### src/rtl/apb_slave_regfile.sv
// APB completer with a 2**ADDR_W x DATA_W register file.
// The top register is a read-only ID. Each access gets WAIT_CYCLES wait states.
// Ports:
//   pclk, presetn         : clock, async active-low reset
//   psel, penable         : APB select and access phase
//   paddr, pwrite, pwdata : setup-phase address, direction, write data
//   pready, prdata        : registered completion and read data
//   pslverr               : registered error (write to the ID register)
module apb_slave_regfile #(
  parameter int                DATA_W      = 16,
  parameter int                ADDR_W      = 4,
  parameter int                WAIT_CYCLES = 1,
  parameter logic [DATA_W-1:0] ID_VAL      = 16'hA5C3
) (
  input  logic              pclk,
  input  logic              presetn,
  input  logic              psel,
  input  logic              penable,
  input  logic [ADDR_W-1:0] paddr,
  input  logic              pwrite,
  input  logic [DATA_W-1:0] pwdata,
  output logic              pready,
  output logic [DATA_W-1:0] prdata,
  output logic              pslverr
);

  localparam int NREG = 2**ADDR_W;
  localparam logic [ADDR_W-1:0] TOP = {ADDR_W{1'b1}};
  localparam logic [3:0] WC = 4'(WAIT_CYCLES);

  localparam logic [1:0] IDLE  = 2'd0;
  localparam logic [1:0] SETUP = 2'd1;
  localparam logic [1:0] WAIT  = 2'd2;
  localparam logic [1:0] RESP  = 2'd3;

  logic [1:0]        state, nxt;
  logic [3:0]        cnt, cnt_n;
  logic [ADDR_W-1:0] cap_addr;
  logic              cap_wr;
  logic [DATA_W-1:0] cap_data;
  logic [DATA_W-1:0] regs [NREG];

  logic              setup_hit;
  logic              cap_en;
  logic              commit;
  logic [ADDR_W-1:0] e_addr;
  logic              e_wr;
  logic [DATA_W-1:0] rd_val;
  logic              to_resp;

  assign setup_hit = psel & ~penable;

  // SETUP is the first access cycle. cnt holds the wait states still
  // owed, so RESP lands in access cycle WAIT_CYCLES+1.
  always_comb begin
    nxt    = state;
    cnt_n  = cnt;
    cap_en = 1'b0;
    unique case (state)
      IDLE, RESP: begin
        nxt = IDLE;
        if (setup_hit) begin
          cap_en = 1'b1;
          cnt_n  = WC;
          nxt    = (WC == 4'd0) ? RESP : SETUP;
        end
      end
      SETUP, WAIT: begin
        if (!psel) begin
          nxt = IDLE;
        end else if (penable) begin
          cnt_n = cnt - 4'd1;
          nxt   = (cnt == 4'd1) ? RESP : WAIT;
        end
      end
    endcase
  end

  // Zero-wait responses are decided in the setup cycle itself,
  // before the capture registers have loaded.
  assign e_addr  = cap_en ? paddr : cap_addr;
  assign e_wr    = cap_en ? pwrite : cap_wr;
  assign rd_val  = (e_addr == TOP) ? ID_VAL : regs[e_addr];
  assign to_resp = (nxt == RESP);

  assign commit = (state == RESP) & psel & penable
                & cap_wr & (cap_addr != TOP);

  always_ff @(posedge pclk or negedge presetn) begin
    if (!presetn) begin
      state    <= IDLE;
      cnt      <= '0;
      cap_addr <= '0;
      cap_wr   <= 1'b0;
      cap_data <= '0;
      pready   <= 1'b0;
      prdata   <= '0;
      pslverr  <= 1'b0;
    end else begin
      state <= nxt;
      cnt   <= cnt_n;
      if (cap_en) begin
        cap_addr <= paddr;
        cap_wr   <= pwrite;
        cap_data <= pwdata;
      end
      pready  <= to_resp;
      prdata  <= (to_resp & ~e_wr) ? rd_val : '0;
      pslverr <= to_resp & e_wr & (e_addr == TOP);
    end
  end

  always_ff @(posedge pclk or negedge presetn) begin
    if (!presetn) begin
      for (int i = 0; i < NREG; i++) regs[i] <= '0;
    end else if (commit) begin
      regs[cap_addr] <= cap_data;
    end
  end

endmodule

### config.mk
export PLATFORM = sky130hd
export DESIGN_NAME = apb_slave_regfile
export DESIGN_NICKNAME = d
export VERILOG_FILES = /design/src/rtl/apb_slave_regfile.sv
export SDC_FILE = /design/constraint.sdc
export NUM_CORES = 1
export LEC_CHECK = 0
export BUFFER_PORTS_ARGS = -buffer_cell sky130_fd_sc_hd__buf_4
export CORE_MARGIN = 3
export CORE_UTILIZATION = 28
export CTS_CLUSTER_SIZE = 8
export DETAILED_ROUTE_END_ITERATION = 7
export HOLD_SLACK_MARGIN = 0.12
export PLACE_DENSITY_LB_ADDON = 0.1
export REMOVE_ABC_BUFFERS = 1
export SETUP_SLACK_MARGIN = 0.02
export SLEW_MARGIN = 20
export SYNTH_ARGS = -nofsm -noshare
export SYNTH_HDL_FRONTEND = slang
export SYNTH_SLANG_ARGS = --single-unit
### constraint.sdc
create_clock -name pclk -period 3.2 [get_ports pclk]
set_input_delay 0.16 -clock pclk [delete_from_list [all_inputs] [get_ports pclk]]
set_output_delay 0.16 -clock pclk [all_outputs]
set_load 0.005 [all_outputs]
==> run_results.csv, run 1 <==
group,metric,value,unit
die,dieArea,51700,µm²
sta,finalCritPeriodShare,0.920,
finish,final_common_cell,"dfrtp_1",
logic_synthesis,ys_seq_area_frac,0.534,
power_and_ir_drop,p_sw,2.97,mW
placed_design,portBuffers,42,
finish,num_antenna_cells,0,
logic_synthesis,synth-main-ff-cell,"dfrtp_1",
global_route,grt_max_degree,87,
logic_synthesis,async_reset_ff_frac,1.00,
sta,rsz0062_at_grt,"false",
logic_synthesis,synth_top_area_share,0.534,
cts,numCtsBuffers,42,
die,fp.dieH,227,µm
logic_synthesis,synthesis.instances,1193,
critical_path,crit_path_start_kind,"flip-flop",
route,wl,43000,µm
route,wl_per_cell,23.1,µm
power_and_ir_drop,p_comb_frac,0.156,
cts,clockBufferDepth,3,
cts,cts_tree,"done",
route,vias_per_cell,5.05,
job,cap_violations,0,
critical_path,criticalPathCategory,"flip-flop to flip-flop",
cts,htree_levels,2,
logic_synthesis,avgSynthCellArea,11.5,µm²
finish,syn_to_final_growth,18.5,%
logic_synthesis,ys_warn_count,0,
sta,period_minus_slack,2.95,ns
finish,register_area,7330,µm²
logic_synthesis,synth.area.top_cells,"dfrtp_1 53%, mux2_2 17%, a211oi_1 6.0%, nand2_1 3.6%, mux2i_1 3.5%",
route,drc,0,
finish,nets,1271,
die,num_rows,80,
logic_synthesis,synth_cell_types,46,
cts,clkTransAtPathRegs,0.05,ns
power_and_ir_drop,clockPowerShare,0.416,
die,core-area,48000,µm²
critical_path,reg2reg_depth,8,
route,final_antenna_net_count,0,
finish,layout-drive-gt1-share,0.295,
sta,max-slew-margin-rel,0.401,
critical_path,critPathMostFrequentCell,"buf_4",
power_and_ir_drop,p_int,6.82,mW
logic_synthesis,yosysTopAreaCell,"dfrtp_1",
finish,multi_input_area,5730,µm²
cts,clock_sinks,293,
global_route,grt_remaining_overflow,0,
critical_path,cp-end-kind,"flip-flop",
route,first_pass_iters,5,
sta,setup_slack,0.254,ns
logic_synthesis,synth_area,13700,µm²
finish,fin_util,0.339,
route,vias,9408,
cts,clock_latency,0.55,ns
finish,layout_common_cells,"292 x dfrtp_1, 213 x mux2_2, 133 x nand2_1",
finish,nFillCells,4813,
power_and_ir_drop,swShare,0.303,
sta,hold_slack,0.145,ns
critical_path,cp.required,3.64,ns
cts,clk_root_buffer_cell,"clkbuf_16",
global_route,grt_pass1_vias,10000,
sta,setup_violations,0,
logic_synthesis,synth_edf_count,0,
logic_synthesis,ys_ff_latch,293,
placed_design,dp_slack,0.248,ns
sta,hold_violations,0,
critical_path,rr_startpoint,"state[0]",
global_route,grt_pass1_wl,66300,µm
placed_design,dpl.hpwl,25900,µm
critical_path,slowest_delay,0.64,ns
min_path,hp-class,"input pin to async pin",
cts,ctsResizeCount,0,
critical_path,arrival,3.38,ns
placed_design,gp_congestion,0.731,
die,ios,43,
critical_path,cp_slowest_cell,"nor2_1",
critical_path,cp_max_fo,19,
power_and_ir_drop,p_leak,7.58,nW
sta,skew,0.0151,ns
sta,fin_setup_tns,0,ns
critical_path,path_cells,"ha_1 > nor3b_4 > buf_4 > mux2i_1 > buf_4 > nor2_1 > a311oi_1 > and4_1",
sta,tightest_slew,0.873,ns
sta,slew_viol_final,0,
global_route,antenna_found_initial,0,
global_route,grtUsageTotal,0.171,
route,drtIter0Drc,453,
power_and_ir_drop,p_seq_frac,0.428,
run_status,outcome,"finished, final reports clean",
die,start_util,0.286,
die,die_w,227,µm
sta,max_freq,0.339,GHz
power_and_ir_drop,power_density,602,nW/µm²
power_and_ir_drop,peakVddDrop,271,µV
critical_path,critPathLaunch,"state[0]",
cts,cts_setup_buffers,0,
-- through the flow --
step	area (µm²)	power [mW]	cells
3_5_place_dp	14900	5.78	1790
3_3_place_gp	14900	5.77	1790
6_report	16300	9.79	1862
2_1_floorplan	13200	4.94	1086
5_1_grt	16300	10.3	1862
4_1_cts	16300	9.98	1862
-- synthesized netlist by cell type (2+ instances only) --
| cell | number |
|---|---|
| a22oi_1 | 2 |
| nand2b_1 | 23 |
| a21oi_1 | 19 |
| and4_1 | 8 |
| o211ai_1 | 9 |
| buf_1 | 5 |
| o221ai_1 | 8 |
| dfrtp_1 | 293 |
| a211oi_1 | 109 |
| clkbuf_1 | 70 |
| o31a_1 | 8 |
| mux4_2 | 2 |
| mux2i_1 | 48 |
| nand3_1 | 5 |
| a311oi_1 | 5 |
| nor2_1 | 16 |
| nor3_1 | 3 |
| buf_2 | 25 |
| buf_4 | 2 |
| nor2b_1 | 6 |
| nand2_1 | 133 |
| a2111oi_0 | 7 |
| o22ai_1 | 17 |
| a22o_1 | 4 |
| mux2_2 | 213 |
| o21ai_0 | 61 |
| ha_1 | 3 |
| nand4_1 | 3 |
| a221oi_1 | 2 |
| buf_6 | 5 |
| inv_2 | 2 |
| inv_1 | 63 |
-- power by group through the flow --
stage          logic (mW)  registers [mW]  clock network [mW]
2_1_floorplan       0.811            4.13                   0
3_3_place_gp         1.51            4.26                   0
3_5_place_dp         1.53            4.25                   0
4_1_cts              1.56            4.19                4.22
5_1_grt              1.68            4.23                4.35
6_report             1.53            4.19                4.07
-- routing by layer --
| metal | share of wire | track usage | vias to the layer above |
|---|---|---|---|
| li1 | - | - | 4349 |
| met1 | 0.48 | 0.242 | 4859 |
| met2 | 0.47 | 0.277 | 140 |
| met3 | 0.030 | 0.0260 | 60 |
| met4 | 0.019 | 0.0447 | 0 |
| met5 | 0 | 0 | - |
-- cells by family after synthesis --
logic type,share of synthesized area
mux,0.214
simple gates,0.0691
fa+ha+maj,0.00273
buf+inv,0.0526
compound gates,0.127
flops,0.534
-- path summary, 6_finish.rpt --
check                           slack (ns)   endpoint
worst min register to register        0.38    regs[2]
max in group asynchronous             2.21  regs[220]
worst max-delay path                  0.25  prdata[4]
worst min-delay path                  0.15  regs[132]
worst max register to register        0.25  prdata[4]
min in group pclk                     0.19    pslverr
-- worst max-delay path, delay by kind of cell, from the launching register on --
kind | cells | cell delay [ns]
DFF | 1 | 0.39
AOI/OAI and AO/OA | 1 | 0.23
adders and majority gates | 1 | 0.41
muxes | 1 | 0.13
buffers and inverters | 2 | 0.53
and+or+nand+nor | 3 | 1.15
-- area by class of cell --
cell class	instances	area share
flip-flops and latches	293	0.451
multi-input cells	728	0.352
clock buffers	48	0.0705
repair buffers	113	0.0640
well taps	615	0.0473
inverters	65	0.0150
-- sequential cells by signal, summed over array words and instances, names as in the netlist --
name / cells
regs: 248
cap_data: 16
prdata: 16
cap_addr: 4
cnt: 4
state: 2
cap_wr: 1
pready: 1
pslverr: 1
-- what timing repair did --
action	4_1_cts	5_1_grt
hold buffers	24	0
setup endpoints to repair	0	0
hold endpoints to repair	171	0
Power figures use the tool's default switching activity.
==> run 2, diff against run 1 <==
- CTS_BUF_LIST: unset -> sky130_fd_sc_hd__clkbuf_4 sky130_fd_sc_hd__clkbuf_8
==> run 2 against run 1 <==
Register-to-register slack improved by 0.02 ns. Via count rose by 1.1%. Non-clock buffer count rose by 2. Clock power fell by 5%. Fmax rose by 0.59%.
==> run_results.csv, run 2 (synthesis gave the netlist of run 1 again) <==
group,metric,value,unit
cts,htree_levels,2,
route,vias_per_cell,4.96,
route,wl,43300,µm
power_and_ir_drop,power,9.59,mW
route,wl_met3,1850,µm
critical_path,cp_num_buf_inv,1,
sta,tightest_slew,0.907,ns
critical_path,cpLargestDelayFamily,"simple AND/OR/NAND/NOR gates",
sta,hold_violations,0,
finish,nFillCells,4837,
die,ios,43,
die,dieArea,51700,µm²
critical_path,arrival,3.43,ns
global_route,grtUsageTotal,0.172,
die,num_rows,80,
critical_path,slowest_delay,0.56,ns
die,start_util,0.286,
cts,cts_setup_buffers,0,
route,final_antenna_net_count,0,
placed_design,dp.cells,1790,
cts,ctsHoldBuffers,26,
power_and_ir_drop,p_leak,7.65,nW
cts,clock_latency,0.63,ns
sta,max-slew-margin-rel,0.378,
critical_path,cp_slowest_cell,"mux2_2",
route,first_pass_iters,4,
die,die_w,227,µm
placed_design,dpl.hpwl,25900,µm
critical_path,crit_path_start_kind,"flip-flop",
finish,layout-drive-gt1-share,0.325,
sta,slew_viol_final,0,
cts,ctsResizeCount,0,
sta,finalCritPeriodShare,0.915,
run_status,outcome,"finished, final reports clean",
sta,skew,0.0146,ns
critical_path,cp-end-kind,"flip-flop",
finish,num_antenna_cells,0,
route,wl_per_cell,22.6,µm
finish,nets,1286,
global_route,antenna_found_initial,0,
job,cap_violations,0,
finish,layout_common_cells,"292 x dfrtp_1, 213 x mux2_2, 133 x nand2_1",
critical_path,criticalPathCategory,"flip-flop to flip-flop",
sta,setup_violations,0,
route,routed.top_layer,"met4",
finish,largest_reg_flops,248,
critical_path,path_cells,"ha_1 > nor3b_4 > buf_4 > mux2_2 > nand2_1 > o221ai_1 > o31a_1",
sta,setup_slack,0.272,ns
route,drtIter0Drc,497,
cts,cts_tree,"done",
route,drt-met1-wl,20500,µm
global_route,grt_max_degree,87,
die,core-area,48000,µm²
power_and_ir_drop,peakVddDrop,274,µV
sta,rsz0062_at_grt,"false",
finish,final_common_cell,"dfrtp_1",
cts,clkTransAtPathRegs,0.06,ns
route,met2_length,20100,µm
global_route,grt_remaining_overflow,0,
route,drc,0,
finish,syn_to_final_growth,19.0,%
route,vias,9511,
placed_design,portBuffers,42,
global_route,grt_pass1_vias,10100,
min_path,hp-class,"input pin to async pin",
finish,largest_register,"regs",
sta,max_freq,0.342,GHz
cts,clock_sinks,293,
global_route,grt_pass1_wl,66400,µm
cts,clockBufferDepth,3,
finish,final-instance-count-excl-fill,1916,
placed_design,gp_congestion,0.731,
sta,period_minus_slack,2.93,ns
critical_path,cp.required,3.70,ns
critical_path,cp_max_fo,19,
critical_path,r2r_slack,0.27,ns
placed_design,dp_slack,0.248,ns
die,fp.dieH,227,µm
finish,reg.largest.list,"regs (248), cap_data (16), prdata (16)",
cts,numCtsBuffers,55,
power_and_ir_drop,power_density,587,nW/µm²
cts,clk_root_buffer_cell,"clkbuf_8",
-- run 2: cell count changes in the layout (fill, tap and decap cells not counted), sizes merged --
cell | before | now
dlygate4sd3 | 24 | 25
clkbuf | 48 | 96
clkinv | 0 | 1
buf | 89 | 90
clkinvlp | 0 | 3
-- run 2: power by group --
part           leakage [nW]  switching, mW  internal (mW)  total, mW
registers              3.90          0.361           3.82       4.18
logic                  3.13           1.01          0.523       1.54
clock network         0.622           1.64           2.23       3.87
-- run 2: final cells by class --
cell class	count	area [µm²]	share of cell area
Timing Repair Buffer	115	1080	0.0660
Tap cell	615	769	0.0471
Sequential cell	293	7330	0.449
Multi-Input combinational cell	728	5730	0.351
Inverter	65	244	0.0149
Clock buffer	96	1150	0.0702
Clock inverter	4	27.5	0.00169
-- run 2: final timing paths --
path,start,endpoint,cells past startpoint
max,state[0],prdata[8],7
min,presetn,regs[132],3
max reg2reg,state[0],prdata[8],7
min reg2reg,regs[4],regs[4],0
max in group asynchronous,presetn,regs[120],3
min in group pclk,pwdata[3],cap_data[3],4
-- run 2: tightest hold or removal path, delay by kind of cell --
family,cells,cell delay (ns)
buffers and inverters,3,1.07
-- run 2: metrics by stage --
step	setup TNS, ns	cell area [µm²]	utilization	hold slack [ns]
floorplan	-109.99	13200	-	-0.136
global placement	0	14900	0.310	0.187
detailed placement	0	14900	0.310	0.186
CTS	0	16300	0.340	0.199
global route	0	16300	0.340	0.210
finish	0	16300	0.340	0.220
-- run 2: routing by layer --
layer  track usage  vias to the layer above
li1              -                     4412
met1         0.241                     4870
met2         0.275                      162
met3        0.0306                       67
met4        0.0484                        0
met5             0                        -
==> run 3, diff against run 2 <==
- MAX_ROUTING_LAYER: unset -> met4
==> run 3 against run 2 <==
Cell count stayed put. Via count rose by 0.57%. Largest cell class unchanged. Die area did not move. Largest power group unchanged. Sequential share of layout area stayed put. Register-to-register slack is essentially flat.
==> run_results.csv, run 3 (synthesis gave the netlist of run 1 again) <==
group,metric,value,unit
finish,layout-drive-gt1-share,0.325,
finish,final_cell_area,16300,µm²
cts,clock_latency,0.63,ns
critical_path,r2r_slack,0.27,ns
critical_path,slowest_delay,0.56,ns
global_route,grt_pass1_wl,66400,µm
die,num_rows,80,
critical_path,cp-end-kind,"flip-flop",
finish,layout_common_cells,"292 x dfrtp_1, 213 x mux2_2, 133 x nand2_1",
finish,largest_reg_flops,248,
die,dieArea,51700,µm²
sta,setup_violations,0,
sta,hold_violations,0,
power_and_ir_drop,p_comb_frac,0.160,
cts,ctsHoldBuffers,26,
power_and_ir_drop,power,9.58,mW
placed_design,post_dp_cell_area,14900,µm²
die,die_w,227,µm
job,cap_violations,0,
finish,reg.largest.list,"regs (248), cap_data (16), prdata (16)",
cts,cts_tree,"done",
die,start_util,0.286,
placed_design,dpl.hpwl,25900,µm
cts,cts_setup_buffers,0,
cts,clkTransAtPathRegs,0.06,ns
critical_path,criticalPathCategory,"flip-flop to flip-flop",
cts,htree_levels,2,
global_route,grt_max_degree,87,
power_and_ir_drop,power_density,587,nW/µm²
critical_path,cp_slowest_cell,"mux2_2",
critical_path,cp_num_buf_inv,1,
die,ios,43,
sta,max-slew-margin-rel,0.416,
critical_path,cp_max_fo,19,
finish,largest_register,"regs",
sta,fin_setup_tns,0,ns
power_and_ir_drop,clockPowerShare,0.403,
cts,clock_sinks,293,
die,fp.dieH,227,µm
min_path,hp-class,"input pin to async pin",
power_and_ir_drop,p_sw,3.01,mW
critical_path,r2r_end,"prdata[15]",
power_and_ir_drop,p_seq_frac,0.437,
global_route,grt_pass1_vias,10100,
sta,max_freq,0.341,GHz
run_status,outcome,"finished, final reports clean",
cts,clk_root_buffer_cell,"clkbuf_8",
route,wl,43300,µm
route,wl_per_cell,22.6,µm
placed_design,portBuffers,42,
route,drtIter0Drc,457,
sta,rsz0062_at_grt,"false",
route,vias_per_cell,4.99,
sta,hold_slack,0.201,ns
placed_design,gp_congestion,0.740,
global_route,grt_remaining_overflow,0,
critical_path,arrival,3.45,ns
finish,final_common_cell,"dfrtp_1",
cts,clockBufferDepth,3,
cts,ctsResizeCount,0,
critical_path,path_cells,"ha_1 > nor3b_4 > buf_4 > mux2_2 > nand2_1 > o221ai_1 > o31a_1",
cts,numCtsBuffers,55,
finish,nets,1286,
sta,finalCritPeriodShare,0.917,
critical_path,reg2reg_depth,7,
die,core-area,48000,µm²
sta,skew,0.0144,ns
route,final_antenna_net_count,0,
critical_path,rr_startpoint,"state[0]",
critical_path,cpLargestDelayFamily,"simple AND/OR/NAND/NOR gates",
finish,num_antenna_cells,0,
sta,tightest_slew,0.851,ns
sta,slew_viol_final,0,
route,first_pass_iters,5,
power_and_ir_drop,peakVddDrop,271,µV
power_and_ir_drop,swShare,0.314,
route,vias,9565,
global_route,grtUsageTotal,0.177,
route,drc,0,
power_and_ir_drop,p_leak,7.65,nW
finish,syn_to_final_growth,19.0,%
critical_path,crit_path_start_kind,"flip-flop",
critical_path,cp.required,3.71,ns
global_route,antenna_found_initial,0,
sta,period_minus_slack,2.93,ns
power_and_ir_drop,p_int,6.57,mW
## run 3: cell counts in the layout (fill, tap and decap cells not counted)
Identical to the previous run, type by type.
## run 3: layout make-up
type	instances	area (µm²)
Fill cell	4837	31700
Clock inverter	4	27.5
Multi-Input combinational cell	728	5730
Sequential cell	293	7330
Timing Repair Buffer	115	1080
Tap cell	615	769
Inverter	65	244
Clock buffer	96	1150
## run 3: tightest hold or removal path, stage by stage
cell and delay (ns):
dlygate4sd3_1 0.56, buf_8 0.21, buf_16 0.28
## run 3: per-stage QoR
stage                      util  setup slack [ns]  cells
final                     0.340             0.267   1916
after floorplan               -             -6.58   1086
after global placement    0.310             0.257   1790
after CTS                 0.340             0.226   1916
after global routing      0.340             0.104   1916
after detailed placement  0.310             0.248   1790
## run 3: worst max path at each step
stage / from / endpoint / slack (ns) / depth (start not counted)
global route: state[0] / prdata[8] / 0.10 / 7
global placement: state[0] / prdata[13] / 0.26 / 7
detailed placement: state[0] / prdata[4] / 0.25 / 8
floorplan: state[0] / prdata[11] / -6.58 / 7
CTS: state[0] / prdata[4] / 0.23 / 8
finish: state[0] / prdata[15] / 0.27 / 7
## run 3: power groups by stage
| stage | Clock [mW] | Combinational, mW | Sequential [mW] |
|---|---|---|---|
| 2_1_floorplan | 0 | 0.811 | 4.13 |
| 3_3_place_gp | 0 | 1.51 | 4.26 |
| 3_5_place_dp | 0 | 1.53 | 4.25 |
| 4_1_cts | 4.02 | 1.57 | 4.19 |
| 5_1_grt | 4.18 | 1.69 | 4.22 |
| 6_report | 3.86 | 1.54 | 4.19 |
## run 3: metal layers
metal | part of all wire | global-route usage | vias to the layer above | wire length (µm)
met5 | 0 | - | - | 0
met4 | 0.020 | 0.0484 | 0 | 870
met3 | 0.035 | 0.0304 | 67 | 1540
met2 | 0.47 | 0.275 | 172 | 20300
met1 | 0.48 | 0.240 | 4914 | 20600
li1 | - | - | 4412 | -
